File: config.mk
export PLATFORM = sky130hd
export DESIGN_NAME = count4b_down_timer
export DESIGN_NICKNAME = d
export VERILOG_FILES = /design/src/rtl/count4b_down_timer.sv
export SDC_FILE = /design/constraint.sdc
export NUM_CORES = 1
export LEC_CHECK = 0
export ABC_AREA = 1
export CAP_MARGIN = 40
export CORE_UTILIZATION = 55
export DETAILED_ROUTE_END_ITERATION = 10
export PLACE_DENSITY_LB_ADDON = 0.1
export SYNTH_ARGS = -nofsm -noshare
export SYNTH_HDL_FRONTEND = slang
export SYNTH_SLANG_ARGS = --single-unit
File: constraint.sdc
create_clock -name clk -period 2.79 [get_ports clk]
set_input_delay 0.279 -clock clk [delete_from_list [all_inputs] [get_ports clk]]
set_output_delay 0.279 -clock clk [all_outputs]
set_load 0.005 [all_outputs]
File: src/rtl/count4b_down_timer.sv
// 4-bit down-counter decremented once every TICK_DIV clocks, with IDLE/RUN/PAUSED control.
// Optional auto-reload is enabled by defining COUNT4B_AUTORELOAD_EN.
module count4b_down_timer #(
   parameter int unsigned TICK_DIV = 100000000
) (
   input  logic       clk,
   input  logic       reset,
   input  logic       load,
   input  logic [3:0] load_val,
   input  logic       start,
   input  logic       pause,
   output logic [3:0] q,
   output logic       busy,
   output logic       done
);

   typedef enum logic [1:0] {IDLE, RUN, PAUSED} state_t;

   localparam logic [26:0] DIV_LAST = 27'(TICK_DIV - 1);

   state_t      state_q, state_d;
   logic [3:0]  q_q, q_d;
   logic [26:0] div_q, div_d;
   logic        done_q, done_d;
   logic        tick;
   logic        pause_req;
`ifdef COUNT4B_AUTORELOAD_EN
   logic [3:0]  reload_q, reload_d;
`endif

   assign tick      = (state_q == RUN) && (div_q == DIV_LAST);
   assign pause_req = pause && !start;

   always_comb begin
      state_d = state_q;
      q_d     = q_q;
      div_d   = div_q;
      done_d  = 1'b0;
`ifdef COUNT4B_AUTORELOAD_EN
      reload_d = reload_q;
`endif
      case (state_q)
         IDLE, PAUSED: begin
            if (load) begin
               q_d     = load_val;
               div_d   = '0;
               state_d = IDLE;
`ifdef COUNT4B_AUTORELOAD_EN
               reload_d = load_val;
`endif
            end else if (start) begin
               if (state_q == PAUSED) begin
                  state_d = RUN;
               end else if (q_q != 4'd0) begin
                  state_d = RUN;
                  div_d   = '0;
               end
            end
         end
         RUN: begin
            // A pause freezes the divider where it is so resume finishes the period.
            if (tick)           div_d = '0;
            else if (!pause_req) div_d = div_q + 27'd1;

            if (tick) begin
               if (q_q == 4'd1) begin
                  q_d    = 4'd0;
                  done_d = 1'b1;
`ifdef COUNT4B_AUTORELOAD_EN
                  if (reload_q == 4'd0) state_d = IDLE;
`else
                  state_d = IDLE;
`endif
               end else if (q_q == 4'd0) begin
`ifdef COUNT4B_AUTORELOAD_EN
                  q_d = reload_q;
                  if (reload_q == 4'd0) state_d = IDLE;
`else
                  q_d = 4'd0;
`endif
               end else begin
                  q_d = q_q - 4'd1;
               end
            end

            if (pause_req && (state_d == RUN)) state_d = PAUSED;
         end
         default: state_d = IDLE;
      endcase
   end

   always_ff @(posedge clk) begin
      if (reset) begin
         state_q <= IDLE;
         q_q     <= '0;
         div_q   <= '0;
         done_q  <= 1'b0;
`ifdef COUNT4B_AUTORELOAD_EN
         reload_q <= '0;
`endif
      end else begin
         state_q <= state_d;
         q_q     <= q_d;
         div_q   <= div_d;
         done_q  <= done_d;
`ifdef COUNT4B_AUTORELOAD_EN
         reload_q <= reload_d;
`endif
      end
   end

   assign q    = q_q;
   assign done = done_q;
   assign busy = (state_q == RUN);

endmodule

==> results of run 1 <==
-- layer usage --
| layer | track usage (%) | up-vias | wire length, µm |
|---|---|---|---|
| li1 | - | 1344 | - |
| met1 | 36.1 | 1146 | 2770 |
| met2 | 47.3 | 89 | 2820 |
| met3 | 6.50 | 19 | 447 |
| met4 | 9.90 | 0 | 170 |
| met5 | 0 | - | 0 |
-- kinds of logic (layout without fill, tap and decap cells) --
logic type	count (synthesis)	after routing	share of synthesized area [%]
XOR/XNOR	4	4	1.46
AND/OR/NAND/NOR	298	298	54.6
flip-flops	34	34	28.4
adder cells (fa/ha/maj)	1	1	0.522
buffers and inverters	54	71	9.13
AO/OA/AOI/OAI	27	27	5.89
-- critical path, stage by stage (launching register included) --
cell and delay (ps):
dfxtp_1 420, ha_1 260, inv_2 90, nor2_8 180, nand2_4 80, nor2_2 110, nand2_2 190, nand2_4 140
nand2_1 50, nand2_1 250, buf_4 250, nand2_1 60, nand2_1 60, inv_1 30, nor2_1 60
-- through the flow --
stage,cell area (µm²),power [mW],setup slack (ps),std cells
floorplan,2400,0.663,1040,418
global placement,2580,0.728,547,477
detailed placement,2580,0.729,512,477
CTS,2670,1.11,506,485
global route,2670,1.15,228,485
finish,2670,1.10,484,485
-- power by group through the flow --
stage	Sequential [mW]	Combinational [mW]	Clock, mW
final	0.511	0.207	0.383
after global routing	0.513	0.230	0.407
after CTS	0.511	0.207	0.390
after detailed placement	0.522	0.206	0
after global placement	0.522	0.206	0
after floorplan	0.521	0.142	0
-- cells in the mapped netlist, drive strengths merged --
cell type,number
and3,3
nand3,28
or2,2
xor2,3
nand2,144
clkbuf,3
nor3,5
ha,1
nor3b,1
buf,6
dfxtp,34
nor4,1
o21ai,6
xnor2,1
o211ai,1
inv,45
a21oi,20
nor2,99
nand3b,1
nand4,14
-- path summary, 6_finish.rpt --
path                         startpoint                     to  slack (ps)  cells past startpoint
setup / recovery  div_q[0]$_SDFFE_PP0P_  div_q[9]$_SDFFE_PP0P_         480                     14
hold reg to reg       q[3]$_SDFFE_PP0P_      q[3]$_SDFFE_PP0P_         500                      2
setup reg to reg  div_q[0]$_SDFFE_PP0P_  div_q[9]$_SDFFE_PP0P_         480                     14
hold / removal        q[3]$_SDFFE_PP0P_      q[3]$_SDFFE_PP0P_         500                      2
-- area by class of cell --
cell class | instances | area share (%)
Inverter | 45 | 6.32
Clock inverter | 1 | 0.187
Timing Repair Buffer | 18 | 6.37
Multi-Input combinational cell | 330 | 56.1
Clock buffer | 7 | 3.23
Sequential cell | 34 | 25.5
Tap cell | 50 | 2.34
-- registers in the layout, indices dropped and copies added, names as in the netlist --
name,count
div_q,27
q,4
state_q,2
done,1
==> results.txt, run 1 <==
The global-route total usage across every layer came out at ~29%. The tightest hold path in the finished design has a slack of 496 ps. The clock-pin transition on the worst setup and hold timing paths is approximately 70 ps. The shortest clock period the worst path allows after layout is approximately 2300 ps.

The distinct cell type count of the synthesized netlist came out at 32. The first-pass GRT wire length is 9740 µm. The number of maximum-capacitance violations is 0. The area taken by flip-flops and latches is 681 µm². For this run, the share of the core covered by cells in the final layout is between 60 and 70%. The post-synthesis net count came out at 428. The worst setup path is launched from a flip-flop.

The length of the first detailed-routing pass in iterations came out at 4. The worst path required time came out at between 3000 and 4000 ps. The register share of total power came out at between 40% and 50%. Along the worst path, the maximum fanout reaches 12. The synthesized design spends more area on one cell type than any other, namely dfxtp_1. For this run, design rule violations remaining after detail routing come to 0.

The register bit count reported by yosys came out at 34. The die is roughly 68 µm wide. Each instance of the synthesized netlist takes up on average around 5.7 µm². The first routing iteration left approximately 140 violations. Clock tree synthesis selected as its root buffer the cell clkbuf_8. The portion of total power attributed to combinational logic is about a fifth.

The leading cell type in the layout, fill and taps excluded is nand2_1. The area of the mapped netlist came out at around 2400 µm². The number of global-route vias before repair is 2111.

In this run the core area contains 23 standard-cell rows. The area used by multi-input combinational logic is roughly 1500 µm². After filler insertion, the fill cell instance count of the layout stands at around 400.

The post-CTS setup buffer count came out at 0. The initial antenna violation count came out at 0. The fraction of post-synthesis cell area in the top cell type by area came out at between 20% and 30%.

The leakage dissipation came out at slightly above 1 nW. The flow ran to the end, and the final reports show no timing, DRC or antenna violations. The number of CTS-inserted buffers came out at 5. The internal power of the cells totals about 0.77 mW.

The clock network power share is 34.8%. The clock sink count came out at 34. In this run switching power makes up 30.1% of total power.

After detailed routing, the total wire length is between 6000 and 7000 µm. 15 I/O pins were placed. The global route total overflow is 0. The total inserted antenna cells is 0. The number of hold buffers added after CTS is 0. The routability-driven placement congestion ratio came out at between 0.9 and 1.

IR analysis of the VDD net gives a maximum drop of ~0.23 mV. The final number of max-transition violations is 0. CTS built an H-tree with a depth of 2. The final hold violation count came to 0.

The die is 68.0 µm tall. Of the cells placed in the final design, the portion with a size suffix greater than 1 is just over 8%. The CTS tree is yes. Post-CTS repair changed the size of 0 cells. In the layout the commonest cells are nand2_1, nor2_1, inv_1, dfxtp_1, nand3_1. By area the synthesized netlist is led by dfxtp_1, nand2_1, nor2_1, inv_1, nand3_1. The signal arrival time at the worst endpoint is 2550 ps. For this configuration, the core starts out at a cell density of 58.7%. The worst relative slew slack came out at between 60% and 70%.

Setup repair after global routing left no endpoint under its margin. The via density per instance came out at ~5.4. Power spread over the standard cell area amounts to approximately 400 nW/µm². The core region is slightly above 4000 µm². The maximum number of buffers from clock root to sink is 2.

The pin count of the biggest net entering global routing is 22. The share of the clock period used by the worst path after layout is between 80% and 90%. The final setup TNS is 0 ps.

The count of vias placed by the detailed router came out at 2598. The mean routed wirelength per cell came out at ~13 µm. The worst setup path is of the reg -> reg kind. The post-detailed-route count of antenna-violating nets is 0.

The worst-margin pin slew came out at roughly 550 ps. The total die area came out at 4630 µm². The peak clock frequency supported by timing came out at between 400 and 500 MHz. The number of nets in the finished design is about 440.

Synthesis produced 418 cells. For this design the total switching power over the nets is between 0.3 and 0.4 mW. The number of buffer cells added on primary ports came out at 14. The area added between synthesis and finish came out at 11.4%. The path class of the tightest hold or removal check is reg -> reg. Yosys printed 0 warnings.

STA classifies the critical path endpoint as a flip-flop. The final setup violation count is 0. The sequential share of the synthesized area is 28.4%. The insertion delay of the later-clocked pin in the worst-skew pair came out at around 290 ps. The total half-perimeter wirelength after legalization and detailed placement came out at ~4800 µm.

The final worst clock skew came out at between 8 and 9 ps.
No activity file was read; power rests on OpenSTA's default activity.
==> run 2, diff against run 1 <==
--- a/config.mk
+++ b/config.mk
@@ -7,7 +7,7 @@
 export LEC_CHECK = 0
 export ABC_AREA = 1
 export CAP_MARGIN = 40
-export CORE_UTILIZATION = 55
+export CORE_UTILIZATION = 54
 export DETAILED_ROUTE_END_ITERATION = 10
 export PLACE_DENSITY_LB_ADDON = 0.1
 export SYNTH_ARGS = -nofsm -noshare
==> constraint.sdc (replaced) <==
create_clock -name clk -period 2.1 [get_ports clk]
set_input_delay 0.21 -clock clk [delete_from_list [all_inputs] [get_ports clk]]
set_output_delay 0.21 -clock clk [all_outputs]
set_load 0.005 [all_outputs]
==> results.txt, run 2 (synthesis gave the netlist of run 1 again) <==
The sort of element at the start of the critical path is a flip-flop (unchanged). Setup repair after global routing missed its margin: no (unchanged). The initial core utilization is 57.9% (was 58.7%). The total length of routed met3 wires came out at 384 µm (was 447 µm). The launch point of the worst hold path was div_q[4]$_SDFFE_PP0P_ (was q[3]$_SDFFE_PP0P_).

The insertion delay of the later-clocked pin in the worst-skew pair is 290 ps (about the same). The number of CTS-inserted buffers came out at 5 (unchanged). The length of the first detailed-routing pass in iterations is 7 (was 4). The count of vias placed by the detailed router was 2563 (was 2598). The final setup TNS was 0 ps (unchanged).

Commonest cells after routing, fill and taps aside: nand2_1, nor2_1, inv_1, dfxtp_1, nand3_1 (unchanged). The maximum ir drop on the vdd rail came to 0.400 mV (was 0.230 mV). The area of the core is 4140 µm² (was 4090 µm²).

The shortest clock period the worst path allows after layout is 1870 ps (was 2310 ps). The global-route total usage across every layer was 29.3% (was 28.6%). The signal arrival time at the worst endpoint is 2060 ps (was 2550 ps).

The clock root buffer master is clkbuf_8 (unchanged). The area added between synthesis and finish came out at 14.8% (was 11.4%). The worst path required time came out at 2290 ps (was 3030 ps). Result of the run: complete, no violations (unchanged). The post-place instance area is 2660 µm² (was 2580 µm²).

The number of buffer cells added on primary ports is 14 (unchanged). The routed metal-1 wirelength came out at 3110 µm (was 2770 µm). The CTS tree is yes (unchanged). The violation count after the first detailed-routing iteration is 258 (was 139). The clock sink count is 34 (unchanged). The top-level I/O count came out at 15 (unchanged). The end of the worst register-to-register path is div_q[9]$_SDFFE_PP0P_ (unchanged).

The number of cell rows was 23 (unchanged). The total die area came out at 4710 µm² (was 4630 µm²). The class of the tightest hold or removal check is reg -> reg (unchanged). The post-cts gate resize count is 0 (unchanged). The final setup violation count came out at 0 (unchanged). The largest fanout on the critical path is 18 (was 12). The post-CTS setup buffer count came out at 0 (unchanged). The worst relative slew slack is 72.2% (was 63.5%).

The x dimension of the die came out at 68.6 µm (was 68.0 µm). The power per unit of standard cell area came to 541 nW/µm² (was 412 nW/µm²). The peak clock frequency supported by timing came out at 534 MHz (was 434 MHz). The routability-driven placement congestion ratio is 0.942 (was 0.939). The overall die height is 68.6 µm (was 68.0 µm). The area used by multi-input combinational logic came out at 1500 µm² (unchanged). The deepest level of the CTS H-tree is 2 (unchanged). The count of unresolved DRC violations after routing came out at 0 (unchanged).

The worst-case register-to-register setup slack came to 230 ps (was 480 ps). The fraction of final layout cells with drive strength greater than 1 is 9.91% (was 8.05%). The path type of the worst setup path is reg -> reg (unchanged). The kind of end point of the critical path is a flip-flop (unchanged). The sink of the worst hold path was div_q[4]$_SDFFE_PP0P_ (was q[3]$_SDFFE_PP0P_). The area taken by flip-flops and latches was 681 µm² (unchanged).

The number of global-route vias before repair came out at 2193 (was 2111). The share of the clock period used by the worst path after layout came out at 89.2% (was 82.6%). The initial antenna violation count was 0 (unchanged). The startpoint of the worst setup timing path is div_q[1]$_SDFFE_PP0P_ (was div_q[0]$_SDFFE_PP0P_).

The highest routed metal layer is met4 (unchanged). The clock-pin transition on the worst setup and hold timing paths was 70 ps (about the same). The number of fill cells in the layout came to 393 (was 399). The number of maximum-capacitance violations is 0 (unchanged). The final number of max-transition violations came out at 0 (unchanged).

The worst reg2reg path startpoint is div_q[1]$_SDFFE_PP0P_ (was div_q[0]$_SDFFE_PP0P_). The sum of routed wire length over all layers came out at 6250 µm (was 6200 µm). The final hold violation count is 0 (unchanged). The first-pass GRT wire length was 10000 µm (was 9740 µm).

The leakage dissipation is 1.08 nW (was 1.03 nW). The final worst clock skew came to 5.26 ps (was 8.97 ps). The global route total overflow is 0 (unchanged). The mean routed wirelength per cell came out at 12.6 µm (was 12.8 µm). The pin count of the biggest net entering global routing is 19 (was 22). The cell area after layout came out at 2750 µm² (was 2670 µm²).

The number of nets in the finished design came out at 453 (was 444). The met2 wirelength from detailed routing came to 2690 µm (was 2820 µm). The total inserted antenna cells was 0 (unchanged).

The worst-margin pin slew is 417 ps (was 546 ps). The number of hold buffers added after CTS is 0 (unchanged). The maximum number of buffers from clock root to sink came out at 2 (unchanged). The via density per instance came out at 5.19 (was 5.36). The register containing the most flip-flops in the final layout is div_q (unchanged). The number of cells on the worst reg-to-reg path came to 10 (was 14). The leading cell type in the layout, fill and taps excluded is nand2_1 (unchanged). The number of flip-flops under the largest register name is 27 (unchanged). The number of cells traversed by the worst hold path is 2 (unchanged). The post-detailed-route count of antenna-violating nets is 0 (unchanged). The total half-perimeter wirelength after legalization and detailed placement came out at 4870 µm (was 4800 µm).
==> run 2: power breakdown <==
group | switching, mW | total (mW) | internal, mW
Sequential | 0.0156 | 0.678 | 0.662
Clock | 0.236 | 0.501 | 0.264
Combinational | 0.193 | 0.311 | 0.118
==> run 2: worst max-delay path by stage <==
stage | to | slack, ps
2_1_floorplan | div_q[12]$_SDFFE_PP0P_ | 350
3_3_place_gp | div_q[9]$_SDFFE_PP0P_ | 230
3_5_place_dp | div_q[21]$_SDFFE_PP0P_ | 160
4_1_cts | div_q[21]$_SDFFE_PP0P_ | 250
5_1_grt | div_q[22]$_SDFFE_PP0P_ | 90
6_report | div_q[9]$_SDFFE_PP0P_ | 230
==> run 2: metrics by stage <==
| step | util [%] | total power, mW | cells | hold slack [ps] | setup slack (ps) |
|---|---|---|---|---|---|
| 2_1_floorplan | - | 0.881 | 418 | 394 | 345 |
| 3_3_place_gp | 64.2 | 0.995 | 486 | 486 | 235 |
| 5_1_grt | 66.4 | 1.55 | 494 | 530 | 91.5 |
| 3_5_place_dp | 64.2 | 0.997 | 486 | 496 | 162 |
| 4_1_cts | 66.4 | 1.50 | 494 | 507 | 245 |
| 6_report | 66.4 | 1.49 | 494 | 509 | 226 |
==> run 2: final cells by class <==
class,count,share of cell area [%]
Timing Repair Buffer,27,9.09
Clock inverter,1,0.182
Tap cell,50,2.27
Sequential cell,34,24.7
Inverter,45,6.14
Multi-Input combinational cell,330,54.5
Clock buffer,7,3.14
==> run 2: worst max-delay path, cell delays in order (launching register included) <==
cell,delay (ps)
dfxtp_1,350
ha_1,240
inv_2,90
nor2_8,130
nand2_4,80
nor2_2,130
nand2_2,110
nand3_2,100
nand2_2,230
o21ai_0,240
nor2_1,60
==> run 2: metal layers <==
metal | global-route usage (%) | up-vias
li1 | - | 1355
met1 | 40.8 | 1125
met2 | 45.1 | 75
met3 | 5.76 | 8
met4 | 9.38 | 0
met5 | 0 | -
==> run 3, diff against run 2 <==
--- a/config.mk
+++ b/config.mk
@@ -6,8 +6,8 @@
 export NUM_CORES = 1
 export LEC_CHECK = 0
 export ABC_AREA = 1
-export CAP_MARGIN = 40
-export CORE_UTILIZATION = 54
+export CORE_MARGIN = 3
+export CORE_UTILIZATION = 55
 export DETAILED_ROUTE_END_ITERATION = 10
 export PLACE_DENSITY_LB_ADDON = 0.1
 export SYNTH_ARGS = -nofsm -noshare
==> constraint.sdc (replaced) <==
create_clock -name clk -period 2.3 [get_ports clk]
set_input_delay 0.23 -clock clk [delete_from_list [all_inputs] [get_ports clk]]
set_output_delay 0.23 -clock clk [all_outputs]
set_load 0.005 [all_outputs]
==> results.txt, run 3 (synthesis gave the netlist of run 1 again) <==
The path type of the worst setup path is reg -> reg (unchanged). The peak clock frequency supported by timing is 496 MHz (was 534 MHz). The kind of end point of the critical path is a flip-flop (unchanged).

The post-CTS setup buffer count is 0 (unchanged). The clock-pin transition on the worst setup and hold timing paths came to 70 ps (about the same). The mean routed wirelength per cell is 13.4 µm (was 12.6 µm). The final setup TNS is 0 ps (unchanged).

The number of cells traversed by the worst hold path is 2 (unchanged). The count of vias placed by the detailed router is 2549 (was 2563). The number of fill cells in the layout is 403 (was 393).

The final hold violation count came out at 0 (unchanged). The number of nets in the finished design came out at 448 (was 453). The area of the core came out at 4120 µm² (was 4140 µm²).

The post-place instance area came out at 2610 µm² (was 2660 µm²). The total die area came to 5190 µm² (was 4710 µm²). The shortest clock period the worst path allows after layout came out at 2020 ps (was 1870 ps).

The number of CTS-inserted buffers came out at 5 (unchanged). The area added between synthesis and finish was 13.0% (was 14.8%). Commonest cells after routing, fill and taps aside: nand2_1, nor2_1, inv_1, dfxtp_1, nand3_1 (unchanged).

The post-detailed-route count of antenna-violating nets came out at 0 (unchanged). The register containing the most flip-flops in the final layout is div_q (unchanged). The number of buffer cells added on primary ports came out at 14 (unchanged). The sum of routed wire length over all layers came out at 6550 µm (was 6250 µm). The number of flip-flops under the largest register name came out at 27 (unchanged).

The class of the tightest hold or removal check is reg -> reg (unchanged). The largest fanout on the critical path is 12 (was 18). The final number of max-transition violations came out at 0 (unchanged). The violation count after the first detailed-routing iteration came out at 293 (was 258). The number of hold buffers added after CTS was 0 (unchanged). The leakage dissipation came out at 1.05 nW (was 1.08 nW). The total inserted antenna cells was 0 (unchanged). The worst-margin pin slew came out at 467 ps (was 417 ps). The maximum number of buffers from clock root to sink is 2 (unchanged).

The critical path's slowest cell is dfxtp_2 (was dfxtp_1). The insertion delay of the later-clocked pin in the worst-skew pair is 280 ps (was 290 ps). The final worst clock skew came out at 6.08 ps (was 5.26 ps). The worst relative slew slack came out at 68.8% (was 72.2%). The number of cells on the worst reg-to-reg path is 13 (was 10). The via density per instance is 5.21 (was 5.19).

The area used by multi-input combinational logic came out at 1510 µm² (was 1500 µm²). The share of the clock period used by the worst path after layout is 87.7% (was 89.2%). The global route total overflow came out at 0 (unchanged).

The deepest level of the CTS H-tree is 2 (unchanged). The overall die height was 72.0 µm (was 68.6 µm). The number of maximum-capacitance violations came out at 0 (unchanged). The worst-case register-to-register setup slack is 280 ps (was 230 ps). The sort of element at the start of the critical path is a flip-flop (unchanged).

The length of the first detailed-routing pass in iterations came out at 8 (was 7). The final-layout worst hold slack came out at 501 ps (was 509 ps). The worst path required time came out at 2470 ps (was 2290 ps). Result of the run: complete, no violations (unchanged). The maximum ir drop on the vdd rail came to 0.273 mV (was 0.400 mV). The area taken by flip-flops and latches is 682 µm² (was 681 µm²). The leading cell type in the layout, fill and taps excluded is nand2_1 (unchanged). The top-level I/O count came to 15 (unchanged). The clock root buffer master was clkbuf_8 (unchanged). The cell area after layout is 2710 µm² (was 2750 µm²).

CP cell instances: ha_2, inv_2, nor2_8, nand2_4, nor2_2, nand2_2, nand2_4, nand2_1, nand2_1, buf_4, nor2_1, nor2_1, nor2_1 (was ha_1, inv_2, nor2_8, nand2_4, nor2_2, nand2_2, nand3_2, nand2_2, o21ai_0, nor2_1). The initial core utilization came out at 58.3% (was 57.9%). The x dimension of the die is 72.0 µm (was 68.6 µm). Setup repair after global routing missed its margin: no (unchanged). The worst stage delay on the critical path came to 380 ps (was 350 ps). The global-route total usage across every layer came to 26.4% (was 29.3%). The signal arrival time at the worst endpoint came out at 2190 ps (was 2060 ps). The initial antenna violation count was 0 (unchanged). The post-cts gate resize count came out at 0 (unchanged).

The count of unresolved DRC violations after routing came to 0 (unchanged). The CTS tree is yes (unchanged). The number of global-route vias before repair is 2273 (was 2193).

The pin count of the biggest net entering global routing came to 19 (unchanged). The number of cell rows is 23 (unchanged). The first-pass GRT wire length is 10700 µm (was 10000 µm).

The total half-perimeter wirelength after legalization and detailed placement is 5070 µm (was 4870 µm). The fraction of final layout cells with drive strength greater than 1 is 9.34% (was 9.91%). The final setup violation count came out at 0 (unchanged).

The routability-driven placement congestion ratio is 1.01 (was 0.942). The cell type with the highest occurrence count on the critical path is nor2_1 (was nand2_2). The clock sink count was 34 (unchanged). The power per unit of standard cell area is 498 nW/µm² (was 541 nW/µm²).
==> run 3: cell count changes in the layout (fill, tap and decap cells not counted) <==
cell,before,now
dfxtp_2,0,1
dfxtp_1,34,33
nand2_2,6,5
nand2_4,3,4
buf_12,1,0
buf_4,12,8
ha_1,1,0
ha_2,0,1
==> run 3: worst max-delay path: cells and delay by family (launching register included) <==
kind / cells / cell delay, ps
simple gates: 10 / 1030
fa+ha+maj: 1 / 220
buf+inv: 2 / 260
flops: 1 / 380
==> run 3: worst paths after layout <==
| path | from | endpoint |
|---|---|---|
| min reg2reg | q[3]$_SDFFE_PP0P_ | q[3]$_SDFFE_PP0P_ |
| max reg2reg | div_q[0]$_SDFFE_PP0P_ | div_q[21]$_SDFFE_PP0P_ |
| min | q[3]$_SDFFE_PP0P_ | q[3]$_SDFFE_PP0P_ |
| max | div_q[0]$_SDFFE_PP0P_ | div_q[21]$_SDFFE_PP0P_ |
==> run 3: routing by layer <==
layer | share of wire, % | global-route usage, % | vias up | routed length [µm]
met2 | 41 | 38.7 | 90 | 2680
met4 | 2.7 | 8.35 | 0 | 176
met3 | 7.6 | 5.12 | 15 | 495
met1 | 49 | 38.9 | 1092 | 3200
met5 | 0 | 0 | - | 0
li1 | - | - | 1352 | -
==> run 3: where the power goes <==
group | internal [mW] | leakage (nW) | switching (mW)
Sequential | 0.605 | 0.276 | 0.0167
Combinational | 0.0977 | 0.723 | 0.172
Clock | 0.242 | 0.0482 | 0.216
==> run 3: through the flow <==
stage / total power [mW] / worst slack, ps / util, % / cells
2_1_floorplan: 0.804 / 545 / - / 418
3_3_place_gp: 0.894 / 196 / 63.5 / 481
3_5_place_dp: 0.898 / 114 / 63.5 / 481
4_1_cts: 1.35 / 110 / 65.7 / 489
5_1_grt: 1.42 / 75.4 / 65.9 / 489
6_report: 1.35 / 282 / 65.9 / 489
==> run 3: cell type report <==
class	count	share of cell area (%)
multi-input combinational	330	55.6
sequential	34	25.1
timing repair buffer	22	7.38
inverter	45	6.23
clock buffer	7	3.18
tap	50	2.31
clock inverter	1	0.185
